<file path="src/rtl/blackparrot_fpga_host_axil_write_arbiter.sv">
// rtl/blackparrot_fpga_host_axil_write_arbiter.sv - round-robin 2:1 AXI-Lite write arbiter
// Grants one complete AW+W+B write at a time and returns B only to the grantee.
module blackparrot_fpga_host_axil_write_arbiter #(
  parameter int S_AXIL_ADDR_WIDTH = 64,
  parameter int S_AXIL_DATA_WIDTH = 32
) (
  input  logic                           s_axil_aclk,
  input  logic                           s_axil_areset,

  input  logic [S_AXIL_ADDR_WIDTH-1:0]   s0_axil_awaddr,
  input  logic [2:0]                     s0_axil_awprot,
  input  logic                           s0_axil_awvalid,
  output logic                           s0_axil_awready,
  input  logic [S_AXIL_DATA_WIDTH-1:0]   s0_axil_wdata,
  input  logic [S_AXIL_DATA_WIDTH/8-1:0] s0_axil_wstrb,
  input  logic                           s0_axil_wvalid,
  output logic                           s0_axil_wready,
  output logic [1:0]                     s0_axil_bresp,
  output logic                           s0_axil_bvalid,
  input  logic                           s0_axil_bready,

  input  logic [S_AXIL_ADDR_WIDTH-1:0]   s1_axil_awaddr,
  input  logic [2:0]                     s1_axil_awprot,
  input  logic                           s1_axil_awvalid,
  output logic                           s1_axil_awready,
  input  logic [S_AXIL_DATA_WIDTH-1:0]   s1_axil_wdata,
  input  logic [S_AXIL_DATA_WIDTH/8-1:0] s1_axil_wstrb,
  input  logic                           s1_axil_wvalid,
  output logic                           s1_axil_wready,
  output logic [1:0]                     s1_axil_bresp,
  output logic                           s1_axil_bvalid,
  input  logic                           s1_axil_bready,

  output logic [S_AXIL_ADDR_WIDTH-1:0]   m_axil_awaddr,
  output logic [2:0]                     m_axil_awprot,
  output logic                           m_axil_awvalid,
  input  logic                           m_axil_awready,
  output logic [S_AXIL_DATA_WIDTH-1:0]   m_axil_wdata,
  output logic [S_AXIL_DATA_WIDTH/8-1:0] m_axil_wstrb,
  output logic                           m_axil_wvalid,
  input  logic                           m_axil_wready,
  input  logic [1:0]                     m_axil_bresp,
  input  logic                           m_axil_bvalid,
  output logic                           m_axil_bready,

  output logic                           grant_o,
  output logic                           busy_o
);

  typedef enum logic [1:0] {IDLE, XFER, RESP} state_t;

  state_t state_q, state_d;
  logic   gnt_q, gnt_d;
  logic   last_gnt_q, last_gnt_d;
  logic   aw_done_q, aw_done_d;
  logic   w_done_q, w_done_d;

  logic   sg_awvalid, sg_wvalid, sg_bready;
  logic   aw_hs, w_hs;

  assign sg_awvalid = gnt_q ? s1_axil_awvalid : s0_axil_awvalid;
  assign sg_wvalid  = gnt_q ? s1_axil_wvalid  : s0_axil_wvalid;
  assign sg_bready  = gnt_q ? s1_axil_bready  : s0_axil_bready;

  // Payload muxes follow gnt in every state; only the valids are gated.
  assign m_axil_awaddr = gnt_q ? s1_axil_awaddr : s0_axil_awaddr;
  assign m_axil_awprot = gnt_q ? s1_axil_awprot : s0_axil_awprot;
  assign m_axil_wdata  = gnt_q ? s1_axil_wdata  : s0_axil_wdata;
  assign m_axil_wstrb  = gnt_q ? s1_axil_wstrb  : s0_axil_wstrb;

  assign aw_hs = (state_q == XFER) & sg_awvalid & m_axil_awready & ~aw_done_q;
  assign w_hs  = (state_q == XFER) & sg_wvalid  & m_axil_wready  & ~w_done_q;

  assign grant_o = gnt_q;
  assign busy_o  = (state_q != IDLE);

  always_ff @(posedge s_axil_aclk or posedge s_axil_areset) begin
    if (s_axil_areset) begin
      state_q    <= IDLE;
      gnt_q      <= 1'b0;
      last_gnt_q <= 1'b1;
      aw_done_q  <= 1'b0;
      w_done_q   <= 1'b0;
    end else begin
      state_q    <= state_d;
      gnt_q      <= gnt_d;
      last_gnt_q <= last_gnt_d;
      aw_done_q  <= aw_done_d;
      w_done_q   <= w_done_d;
    end
  end

  always_comb begin
    state_d    = state_q;
    gnt_d      = gnt_q;
    last_gnt_d = last_gnt_q;
    aw_done_d  = aw_done_q;
    w_done_d   = w_done_q;
    case (state_q)
      IDLE: begin
        // A tie goes to whoever did not win last time.
        if (s0_axil_awvalid | s1_axil_awvalid) begin
          gnt_d      = (s0_axil_awvalid & s1_axil_awvalid) ? ~last_gnt_q : s1_axil_awvalid;
          last_gnt_d = gnt_d;
          state_d    = XFER;
        end
      end
      XFER: begin
        aw_done_d = aw_done_q | aw_hs;
        w_done_d  = w_done_q | w_hs;
        if (aw_done_d & w_done_d) state_d = RESP;
      end
      RESP: begin
        if (m_axil_bvalid & sg_bready) begin
          aw_done_d = 1'b0;
          w_done_d  = 1'b0;
          state_d   = IDLE;
        end
      end
      default: state_d = IDLE;
    endcase
  end

  always_comb begin
    m_axil_awvalid  = 1'b0;
    m_axil_wvalid   = 1'b0;
    m_axil_bready   = 1'b0;
    s0_axil_awready = 1'b0;
    s0_axil_wready  = 1'b0;
    s0_axil_bvalid  = 1'b0;
    s0_axil_bresp   = 2'b00;
    s1_axil_awready = 1'b0;
    s1_axil_wready  = 1'b0;
    s1_axil_bvalid  = 1'b0;
    s1_axil_bresp   = 2'b00;
    case (state_q)
      XFER: begin
        m_axil_awvalid = sg_awvalid & ~aw_done_q;
        m_axil_wvalid  = sg_wvalid & ~w_done_q;
        if (gnt_q) begin
          s1_axil_awready = m_axil_awready & ~aw_done_q;
          s1_axil_wready  = m_axil_wready & ~w_done_q;
        end else begin
          s0_axil_awready = m_axil_awready & ~aw_done_q;
          s0_axil_wready  = m_axil_wready & ~w_done_q;
        end
      end
      RESP: begin
        m_axil_bready = sg_bready;
        if (gnt_q) begin
          s1_axil_bvalid = m_axil_bvalid;
          s1_axil_bresp  = m_axil_bresp;
        end else begin
          s0_axil_bvalid = m_axil_bvalid;
          s0_axil_bresp  = m_axil_bresp;
        end
      end
      default: ;
    endcase
  end

endmodule

</file>
<file path="config.mk">
export PLATFORM = sky130hd
export DESIGN_NAME = blackparrot_fpga_host_axil_write_arbiter
export DESIGN_NICKNAME = d
export VERILOG_FILES = /design/src/rtl/blackparrot_fpga_host_axil_write_arbiter.sv
export SDC_FILE = /design/constraint.sdc
export NUM_CORES = 1
export LEC_CHECK = 0
export CAP_MARGIN = 20
export CELL_PAD_IN_SITES_DETAIL_PLACEMENT = 1
export CELL_PAD_IN_SITES_GLOBAL_PLACEMENT = 1
export CORE_AREA = 2 2 133 135
export CTS_CLUSTER_SIZE = 28
export DETAILED_ROUTE_END_ITERATION = 6
export DIE_AREA = 0 0 135 137
export HOLD_SLACK_MARGIN = 0.03
export MAX_ROUTING_LAYER = met4
export PLACE_DENSITY = 0.83
export SYNTH_ARGS = -nofsm -noshare
export SYNTH_HDL_FRONTEND = slang
export SYNTH_SLANG_ARGS = --single-unit
</file>
<file path="constraint.sdc">
create_clock -name s_axil_aclk -period 1.3 [get_ports s_axil_aclk]
set_input_delay 0.26 -clock s_axil_aclk [delete_from_list [all_inputs] [get_ports s_axil_aclk]]
set_output_delay 0.26 -clock s_axil_aclk [all_outputs]
set_load 0.005 [all_outputs]
</file>
==> impl_metrics.tcl, run 1 <==
set metrics [dict create \
    status "complete, but fails checks" \
    violations "setup timing" \
    setup_viol 123 \
    wl_per_cell_um 20.2 \
    cts_tree "done" \
    rows 48 \
    clock_latency_ns 0.24 \
    htreeDepth 1 \
    drv_cap 0 \
    cts_max_path_buffers 2 \
    cp_top_family "buffers and inverters" \
    synth_area_leader_cell "mux2_2" \
    cp_slowest_cell "dfrtp_4" \
    vias 3059 \
    synth_cell_types 28 \
    place.gp.congestion 0.899 \
    pin_count 337 \
    synth-edff-count 0 \
    skew_ns 0.00193 \
    rsz0062_at_grt "true" \
    irDropWorstVdd_mv 0.937 \
    slowest_delay_ns 0.54 \
    ys_top_cells_by_count "mux2_2 (104), buf_2 (11), nor2_1 (9), nand2b_1 (6), dfrtp_1 (5)" \
    gr-total-overflow 0 \
    ys_top_cells_by_area "mux2_2 (70%), dfrtp_1 (7.5%), buf_2 (3.3%)" \
    grt_first_pass_wirelength_um 20000 \
    yosysWarnings 0 \
    synth-seq-cells 6 \
    hp-class "in -> async" \
    root_buffer "clkbuf_16" \
    synth.avg_cell_area_um2 10.1 \
    fin_crit_sh_pct 153 \
    crit_path_frequent_cell "buf_6" \
    cts-hold-fix-buffers 0 \
    cts_buffers 3 \
    drt-total-wl_um 15800 \
    seq_area_frac_synth_pct 9.02 \
    crit_chain "buf_6, clkbuf_16, buf_6, buf_6, mux2_4, buf_6" \
    start_util_pct 9.84 \
    antenna_found_initial 4 \
    grt_pass1_vias 3347 \
    final_core_util_pct 35.2 \
    drtIter0Drc 46 \
    critPathRequiredTime_ns 1.04 \
    path_max_fanout 5 \
    worstSetupStartpointType "flop" \
    nets 772 \
    sw_frac_of_total_pct 35.1 \
    finalCriticalPeriod_ns 1.98 \
    routed_via_density 3.91 \
    core_area_um2 17100 \
    remaining_drc_errors 0 \
    path_clk_slew_ns 0.04 \
    yosysTopAreaCellShare_pct 69.8 \
    place_area_um2 5540 \
    maxSlewHeadroom_pct 80.6 \
    yosysMostFrequentCell "mux2_2" \
    die_x_um 135 \
    grt_max_degree 44 \
    async_flop_share_pct 100 \
    cts_num_sinks 6 \
    drtPass1Iterations 5 \
    p_sw_uw 3180 \
    die_h_um 137 \
    final_area_um2 6000 \
    crit_path_end_kind "primary output" \
    ys.flop_type "dfrtp_1" \
    slew_viol_final 0 \
    p_clk_share_pct 6.0 \
    tightest_slew_ns 0.290 \
    setup_slack_ns -0.685 \
    area_growth_pct 257 \
    place_ws_ns -0.610 \
    dieArea_um2 18500 \
    cp.arrival_ns 1.72 \
    portBuffers 336 \
    netlist_instances 166 \
    track_usage_pct 14.9 \
    synth_fp_nets 385 \
    path_buf_inv 5 \
    hold_viol_final 0 \
    antenna_left 0 \
    syn_area_um2 1680 \
    p_leak_uw 0.00275 \
    critPathKind "reg -> out" \
    p_comb_share_pct 89.1 \
    seq_power_share_pct 4.9 \
    power.density_nw_per_um2 1510 \
    dp_hpwl_um 12800 \
    drive_gt1_share_pct 52.7 \
    intPower_uw 5870 \
    max_freq_ghz 0.504 \
]
power by group through the flow:
stage | sequential (uW) | clock [uW] | combinational, uW
2_1_floorplan | 368 | 0 | 3140
3_3_place_gp | 400 | 0 | 6520
3_5_place_dp | 407 | 0 | 6650
4_1_cts | 415 | 544 | 6590
5_1_grt | 464 | 553 | 8530
6_report | 448 | 542 | 8060
worst reg2reg max path, stage by stage (launching register included):
cell     delay [ns]
dfrtp_4        0.54
buf_12         0.17
buf_6          0.12
mux2_4         0.30
buf_6          0.12
a31o_4         0.23
a21o_1         0.15
per-layer routing:
metal / global-route usage (%) / vias up / share of wire, %
met5: - / - / 0
met4: 1.39 / 0 / 0.95
met3: 5.74 / 10 / 11
met2: 27.6 / 203 / 53
met1: 15.5 / 1439 / 36
li1: - / 1407 / -
final timing paths:
| check | endpoint | cells past startpoint | startpoint | slack, ns |
|---|---|---|---|---|
| worst min-delay path | grant_o | 2 | s_axil_areset | 0.29 |
| worst min register to register | last_gnt_q | 2 | last_gnt_q | 0.54 |
| max in group asynchronous | last_gnt_q | 2 | s_axil_areset | 0.73 |
| worst max register to register | state_q[1] | 6 | grant_o | -0.45 |
| min in group s_axil_aclk | w_done_q | 3 | m_axil_bvalid | 0.51 |
| worst max-delay path | m_axil_wdata[19] | 6 | grant_o | -0.68 |
metrics by stage:
stage	hold WS, ns	total power (uW)	std cells	TNS [ns]
6_report	0.289	9050	782	-58.86
5_1_grt	0.305	9550	782	-63.21
4_1_cts	0.262	7550	752	-72.13
3_5_place_dp	0.508	7060	739	-60.77
3_3_place_gp	0.499	6920	739	-58.18
2_1_floorplan	0.0502	3510	166	-4.72
layout make-up:
class / instances / area, um2
Multi-Input combinational cell: 144 / 1680
Clock buffer: 4 / 78.8
Antenna cell: 5 / 12.5
Sequential cell: 6 / 155
Fill cell: 1976 / 11100
Timing Repair Buffer: 395 / 3770
Tap cell: 225 / 282
Inverter: 3 / 11.3
state kept, by name (all words and copies together) (netlist names):
register,count
grant_o,1
last_gnt_q,1
state_q,2
aw_done_q,1
w_done_q,1
cells by family (layout without fill, tap and decap cells):
family	Yosys count	after routing	synth area share, %
other cells	0	5	0
simple gates	27	27	9.32
compound gates	11	11	5.07
buf+inv	16	402	5.29
mux	106	106	71.3
flops	6	6	9.02
layout by cell type, fill, tap and decap left out, types with 7 or more instances in the layout:
| cell | instances |
|---|---|
| clkbuf_16 | 7 |
| buf_4 | 17 |
| mux2_2 | 79 |
| mux2_4 | 26 |
| buf_8 | 7 |
| clkdlybuf4s50_1 | 217 |
| buf_6 | 41 |
| buf_2 | 11 |
| dlymetal6s2s_1 | 22 |
| clkbuf_2 | 70 |
what timing repair did:
action | 4_1_cts | 5_1_grt
gates cloned | 0 | 5
buffers inserted | 9 | 22
pin swaps | 2 | 9
resized for setup | 156 | 275
endpoints found under the setup margin | 123 | 123
Power figures use the tool's default switching activity.
==> run 2, diff against run 1 <==
--- a/config.mk
+++ b/config.mk
@@ -5,7 +5,6 @@
 export SDC_FILE = /design/constraint.sdc
 export NUM_CORES = 1
 export LEC_CHECK = 0
-export CAP_MARGIN = 20
 export CELL_PAD_IN_SITES_DETAIL_PLACEMENT = 1
 export CELL_PAD_IN_SITES_GLOBAL_PLACEMENT = 1
 export CORE_AREA = 2 2 133 135
@@ -15,6 +14,7 @@
 export HOLD_SLACK_MARGIN = 0.03
 export MAX_ROUTING_LAYER = met4
 export PLACE_DENSITY = 0.83
+export SLEW_MARGIN = 20
 export SYNTH_ARGS = -nofsm -noshare
 export SYNTH_HDL_FRONTEND = slang
 export SYNTH_SLANG_ARGS = --single-unit
==> results of run 2 <==
Final layout, timing and power as in run 1 (identical DEF).
